<file path="config.mk">
export PLATFORM = sky130hd
export DESIGN_NAME = lut_neuron_layer_pipe
export DESIGN_NICKNAME = d
export VERILOG_FILES = /design/src/rtl/lut_neuron_pkg.sv /design/src/rtl/lut_neuron_table.sv /design/src/rtl/lut_neuron_layer_pipe.sv
export SDC_FILE = /design/constraint.sdc
export NUM_CORES = 2
export LEC_CHECK = 0
export CAP_MARGIN = 15
export CORE_UTILIZATION = 66
export CTS_BUF_LIST = sky130_fd_sc_hd__clkbuf_2
export DETAILED_ROUTE_END_ITERATION = 7
export DONT_BUFFER_PORTS = 1
export PLACE_DENSITY = 0.82
export REMOVE_ABC_BUFFERS = 1
export SYNTH_ARGS = -nofsm -noshare
export SYNTH_HDL_FRONTEND = slang
export SYNTH_SLANG_ARGS = --single-unit
</file>
<file path="constraint.sdc">
create_clock -name clk -period 2.5 [get_ports clk]
set_input_delay 0.25 -clock clk [delete_from_list [all_inputs] [get_ports clk]]
set_output_delay 0.25 -clock clk [all_outputs]
set_load 0.02 [all_outputs]
</file>
<file path="src/rtl/lut_neuron_pkg.sv">
// lut_neuron_pkg: shared defaults and the helper that sizes the table-select port
`default_nettype none

package lut_neuron_pkg;

  localparam int DEF_NUM_NEURONS = 4;
  localparam int DEF_FANIN_BITS  = 8;
  localparam int DEF_OUT_BITS    = 1;

  // A single neuron still needs a one-bit select so the port never collapses to zero width.
  function automatic int neuron_sel_w(input int n);
    return (n > 1) ? $clog2(n) : 1;
  endfunction

endpackage

`default_nettype wire

</file>
<file path="src/rtl/lut_neuron_table.sv">
// lut_neuron_table: one neuron's truth table with its write decode and a combinational read
`default_nettype none

module lut_neuron_table
  import lut_neuron_pkg::*;
#(
  parameter int FANIN_BITS = DEF_FANIN_BITS,
  parameter int OUT_BITS   = DEF_OUT_BITS,
  parameter int SEL_W      = 1,
  parameter int NEURON_IDX = 0
) (
  input  logic                  clk,
  input  logic                  rst_n,
  input  logic                  cfg_we,
  input  logic [SEL_W-1:0]      cfg_neuron,
  input  logic [FANIN_BITS-1:0] cfg_addr,
  input  logic [OUT_BITS-1:0]   cfg_data,
  input  logic [FANIN_BITS-1:0] rd_addr,
  output logic [OUT_BITS-1:0]   rd_data
);

  localparam int DEPTH = 1 << FANIN_BITS;

  logic [OUT_BITS-1:0] mem_q [DEPTH];
  logic [OUT_BITS-1:0] mem_d [DEPTH];
  logic                wr_hit;

  // Selectors at or beyond the neuron count match no instance, so such writes vanish.
  always_comb begin
    wr_hit = cfg_we && (int'(cfg_neuron) == NEURON_IDX);
    mem_d  = mem_q;
    if (wr_hit) begin
      mem_d[cfg_addr] = cfg_data;
    end
  end

  always_ff @(posedge clk or negedge rst_n) begin
    if (!rst_n) begin
      for (int i = 0; i < DEPTH; i++) begin
        mem_q[i] <= '0;
      end
    end else begin
      mem_q <= mem_d;
    end
  end

  // Reads see the pre-write contents during a write edge.
  assign rd_data = mem_q[rd_addr];

endmodule

`default_nettype wire

</file>
<file path="src/rtl/lut_neuron_layer_pipe.sv">
// lut_neuron_layer_pipe: NUM_NEURONS truth-table neurons behind a two-stage valid/ready pipeline
`default_nettype none

module lut_neuron_layer_pipe
  import lut_neuron_pkg::*;
#(
  parameter int NUM_NEURONS = DEF_NUM_NEURONS,
  parameter int FANIN_BITS  = DEF_FANIN_BITS,
  parameter int OUT_BITS    = DEF_OUT_BITS
) (
  input  logic                                   clk,
  input  logic                                   rst_n,
  input  logic [NUM_NEURONS*FANIN_BITS-1:0]      in_data,
  input  logic                                   in_valid,
  output logic                                   in_ready,
  output logic [NUM_NEURONS*OUT_BITS-1:0]        out_data,
  output logic                                   out_valid,
  input  logic                                   out_ready,
  input  logic                                   cfg_we,
  input  logic [neuron_sel_w(NUM_NEURONS)-1:0]   cfg_neuron,
  input  logic [FANIN_BITS-1:0]                  cfg_addr,
  input  logic [OUT_BITS-1:0]                    cfg_data
);

  localparam int SEL_W = neuron_sel_w(NUM_NEURONS);
  localparam int AW    = NUM_NEURONS * FANIN_BITS;
  localparam int DW    = NUM_NEURONS * OUT_BITS;

  logic          s1_valid_q, s1_valid_d;
  logic [AW-1:0] s1_addr_q, s1_addr_d;
  logic          s2_valid_q, s2_valid_d;
  logic [DW-1:0] s2_data_q, s2_data_d;
  logic [DW-1:0] lookup;
  logic          s2_adv, s1_adv;

  generate
    for (genvar i = 0; i < NUM_NEURONS; i++) begin : g_neuron
      lut_neuron_table #(
        .FANIN_BITS (FANIN_BITS),
        .OUT_BITS   (OUT_BITS),
        .SEL_W      (SEL_W),
        .NEURON_IDX (i)
      ) u_table (
        .clk        (clk),
        .rst_n      (rst_n),
        .cfg_we     (cfg_we),
        .cfg_neuron (cfg_neuron),
        .cfg_addr   (cfg_addr),
        .cfg_data   (cfg_data),
        .rd_addr    (s1_addr_q[i*FANIN_BITS +: FANIN_BITS]),
        .rd_data    (lookup[i*OUT_BITS +: OUT_BITS])
      );
    end
  endgenerate

  always_comb begin
    s2_adv     = !s2_valid_q || out_ready;
    s1_adv     = !s1_valid_q || s2_adv;
    s1_valid_d = s1_valid_q;
    s1_addr_d  = s1_addr_q;
    s2_valid_d = s2_valid_q;
    s2_data_d  = s2_data_q;
    if (s2_adv) begin
      s2_valid_d = s1_valid_q;
      if (s1_valid_q) begin
        s2_data_d = lookup;
      end
    end
    if (s1_adv) begin
      s1_valid_d = in_valid;
      if (in_valid) begin
        s1_addr_d = in_data;
      end
    end
  end

  always_ff @(posedge clk or negedge rst_n) begin
    if (!rst_n) begin
      s1_valid_q <= 1'b0;
      s1_addr_q  <= '0;
      s2_valid_q <= 1'b0;
      s2_data_q  <= '0;
    end else begin
      s1_valid_q <= s1_valid_d;
      s1_addr_q  <= s1_addr_d;
      s2_valid_q <= s2_valid_d;
      s2_data_q  <= s2_data_d;
    end
  end

  assign in_ready  = s1_adv;
  assign out_valid = s2_valid_q;
  assign out_data  = s2_data_q;

endmodule

`default_nettype wire

</file>
==> run_results.csv, run 1 <==
group,metric,value,unit
status,status,"stopped before the end",
status,failed_stage,"4_1_cts",
status,error,"[ERROR RSZ-0060] Max buffer count reached.",
clock_network,ctsResizeCount,62,
placed_design,gp_congestion,0.987,
die,die-height,287,um
clock_network,cts.sinks,1062,
yosys,syn-cell-area,53700,um2
die,start_util,0.667,
die,num_rows,104,
die,ios,54,
yosys,synth_edf_count,0,
yosys,synth-seq-area-share,0.494,
yosys,synth.distinct_cells,59,
clock_network,htreeDepth,5,
clock_network,clockBufferDepth,4,
placed_design,post-dp-hpwl,108000,um
clock_network,post_cts_buffers,21,
placed_design,port_buffers,0,
yosys,ys_ff_latch,1062,
yosys,yosysWarnings,0,
clock_network,holdBufCountCts,1199,
die,die_x,287,um
yosys,synth.avg_cell_area,11.9,um2
yosys,synth_flop_cell,"dfrtp_1",
clock_network,ctsRootBufferMaster,"clkbuf_2",
clock_network,cts_buffers,287,
yosys,synthCells,4532,
yosys,ys_async_sr_fraction,1.00,
## stage by stage
stage	setup slack (ps)	instances	hold slack, ps	TNS [ps]	cell area, um2
2_1_floorplan	-4770	4166	-45.6	-1295530	52200
3_3_place_gp	-335	5533	-11.7	-848	56600
3_5_place_dp	-380	5533	-24.7	-924	56600
## synth_stat cells (6+ instances only)
cell	number	area, um2
a21oi_1	12	60.1
nand3_1	28	140
nor2b_1	28	175
clkbuf_1	275	1030
a211oi_1	12	90.1
nand4b_1	7	61.3
nor3_1	32	160
nand4_1	6	37.5
buf_4	16	120
mux4_2	225	5070
a22oi_1	22	165
and3_1	7	43.8
mux2_2	1076	12100
buf_1	32	120
o21ai_0	19	95.1
buf_6	7	78.8
nand2b_1	22	138
mux2i_1	68	681
a2111oi_0	10	87.6
buf_2	34	170
dfrtp_1	1062	26600
nor3b_1	8	60.1
nor4_1	8	50.1
a31oi_1	9	56.3
nor2_1	713	2680
nand3b_1	11	82.6
nand2_1	692	2600
mux4_1	15	394
o211ai_1	11	82.6
## logic make-up after synthesis
group,after synthesis,synth area share
simple gates,1579,0.118
flops,1062,0.494
mux,1384,0.340
buf+inv,373,0.0295
compound gates,134,0.0183
==> run 2: changes to the inputs <==
- CORE_UTILIZATION: 66 -> 40
- CTS_BUF_LIST: sky130_fd_sc_hd__clkbuf_2 -> default
- PLACE_DENSITY: 0.82 -> default
- PLACE_DENSITY_LB_ADDON: default -> 0.15
==> run_results.csv, run 2 <==
group,metric,value,unit
status,status,"complete, but fails checks",
status,violations,"hold timing, slew limit, setup timing",
global_route,grt_pass1_vias,41300,
sta,setup_slack,-212,ps
power_and_ir_drop,p_leak,0.0325,uW
power_and_ir_drop,ir_worst_vdd,0.000581,V
clock_network,htreeDepth,3,
drt,drt_pass1_iterations,5,
power_and_ir_drop,power.density,603,nW/um2
sta,period_needed,2710,ps
yosys,yosysMostFrequentCell,"mux2_2",
die,die_x,369,um
die,dieArea,136000,um2
sta,post-route-period-util,1.08,
drt,drtAntennaViolNets,0,
setup_path,worstPathMaxFanout,7,
global_route,grt_use_total,0.286,
die,start_util,0.403,
setup_path,cp-start-kind,"flop",
clock_network,cts_buffers,119,
setup_path,critPathKind,"flop to flop",
die,num_rows,134,
global_route,grt-ovfl-total,0,
power_and_ir_drop,net-switching-power,11500,uW
global_route,antenna_found_initial,6,
power_and_ir_drop,p_sw_frac,0.277,
placed_design,gp_congestion,0.917,
yosys,synth-seq-area-share,0.494,
sta,fmax,369,MHz
clock_network,ctsRootBufferMaster,"clkbuf_16",
layout,largest_reg_flops,1024,
yosys,synth_top_area_share,0.494,
setup_path,rr_worst_depth,7,
clock_network,clockBufferDepth,3,
clock_network,clkLatencyLatePin,760,ps
min_path,hold_class,"input port to async pin",
drt,wl,195000,um
setup_path,worstPathArrival,3340,ps
placed_design,post-dp-hpwl,124000,um
run,drv_cap,0,
layout,multi_input_area,25800,um2
layout,drive_gt1_frac,0.349,
die,ios,54,
sta,final_hold_viol_count,178,
global_route,grt_max_degree,1063,
clock_network,path_clk_slew,60,ps
yosys,yosysTopAreaCell,"dfrtp_1",
setup_path,critPathCaptureType,"flop",
placed_design,dp_cells,6237,
layout,nNetsFinal,5343,
power_and_ir_drop,clockPowerShare,0.425,
power_and_ir_drop,power_frac_seq,0.435,
die,core_area,133000,um2
yosys,ys_async_sr_fraction,1.00,
layout,fill_cells,11700,
sta,tightest_slew,2320,ps
power_and_ir_drop,comb_power_share,0.140,
power_and_ir_drop,p_int,30100,uW
clock_network,holdBufCountCts,677,
yosys,synth_flop_cell,"dfrtp_1",
sta,slew_headroom,-0.547,
layout,top_register,"g_neuron.u_table.mem_q",
clock_network,cts.sinks,1062,
placed_design,place_ws,-651,ps
global_route,grt_pass1_wl,287000,um
drt,route.detailed.drc,0,
yosys,yosysWarnings,0,
yosys,synth.distinct_cells,59,
yosys,syn-cell-area,53700,um2
die,die-height,369,um
drt,routed_via_density,5.63,
sta,setup_viol,3,
setup_path,rr_endpoint,"out_data[3]",
yosys,synth_edf_count,0,
layout,area_delta_synth_final,28.1,%
layout,final_cell_mix,"mux2_2, dfrtp_1, nor2_1, nand2_1, dlygate4sd3_1",
yosys,synth_area_leaders,"dfrtp_1, mux2_2, mux4_2, nor2_1, nand2_1",
layout,final_common_cell,"mux2_2",
drt,vias,40300,
drt,routedWlPerCell,27.2,um
placed_design,port_buffers,0,
layout,seqCellArea,26600,um2
setup_path,r2r_slack,-210,ps
sta,final_max_slew_viol_count,245,
sta,finClkSkew,38.9,ps
setup_path,critical_path_required,3130,ps
layout,fin_cells,7164,
yosys,synthCells,4532,
drt,drt_iter0_markers,3757,
sta,rsz0062_at_grt,"true",
sta,hold_slack,-808,ps
clock_network,tritoncts,"yes",
yosys,synth.avg_cell_area,11.9,um2
setup_path,r2r_start,"s1_addr_q[24]",
yosys,netlist_top_cells_count,"mux2_2, dfrtp_1, nor2_1, nand2_1, clkbuf_1",
yosys,ys_ff_latch,1062,
run 2: cell counts after synthesis:
Identical to the previous run, type by type.
run 2: metal layers:
layer	part of all wire	up-vias	track usage
met5	0	-	0
met4	0.039	0	0.109
met3	0.073	320	0.0486
met2	0.45	1420	0.437
met1	0.44	21200	0.406
li1	-	17400	-
run 2: worst max-delay path: stages, from the launching register on:
cell and delay (ps):
dfrtp_4 420, buf_12 160, mux4_2 510, mux4_2 480, nand2_1 100, or4bb_1 430
nand4_1 340, o211ai_1 130
run 2: timing repair:
action	CTS	global route
hold endpoints to repair	1861	178
pin swaps	18	12
gates resized for setup	38	26
setup buffers	16	3
endpoints found under the setup margin	4	184
gates cloned	3	3
run 2: through the flow:
stage,hold WS [ps],area [um2],setup TNS [ps],utilization,power (uW)
after floorplan,-45.6,52200,-1295530,-,20200
final,-808,68900,-551,0.516,41500
after global routing,-834,68900,-684,0.516,42700
after CTS,-827,68500,-495,0.514,41300
after detailed placement,-16.1,57500,-1340,0.431,23000
after global placement,-7.13,57500,-1270,0.431,23000
run 2: kinds of logic (layout without fill, tap and decap cells):
group | after synthesis | in the layout | share of synthesized area
other | 0 | 2 | 0
flip-flops | 1062 | 1062 | 0.494
AND/OR/NAND/NOR | 1579 | 1579 | 0.118
buffers and inverters | 373 | 1235 | 0.0295
multiplexers | 1384 | 1384 | 0.340
AO/OA/AOI/OAI | 134 | 134 | 0.0183
run 2: cell type report:
cell class                 count  share of cell area
timing repair buffer        1008               0.151
antenna                        2           0.0000727
inverter                       7            0.000381
clock buffer                 187              0.0520
multi-input combinational   3097               0.374
tap                         1768              0.0321
sequential                  1062               0.386
clock inverter                33             0.00434
run 2: worst max path at each step:
stage | start | endpoint | slack [ps] | depth (start not counted)
after detailed placement | s1_addr_q[24] | out_data[3] | -650 | 9
after floorplan | cfg_neuron[1] | g_neuron[0].u_table.mem_q[254] | -4770 | 3
after global placement | s1_addr_q[24] | out_data[3] | -580 | 9
final | s1_addr_q[24] | out_data[3] | -210 | 7
after CTS | s1_addr_q[24] | out_data[3] | -180 | 8
after global routing | s1_addr_q[24] | out_data[3] | -240 | 8
run 2: power by group through the flow:
| stage | clock (uW) | combinational, uW | sequential [uW] |
|---|---|---|---|
| floorplan | 0 | 1630 | 18600 |
| global placement | 0 | 4660 | 18400 |
| detailed placement | 0 | 4670 | 18400 |
| CTS | 17900 | 5280 | 18000 |
| global route | 18600 | 6000 | 18100 |
| finish | 17700 | 5820 | 18100 |
(Power assumes the default switching activity.)
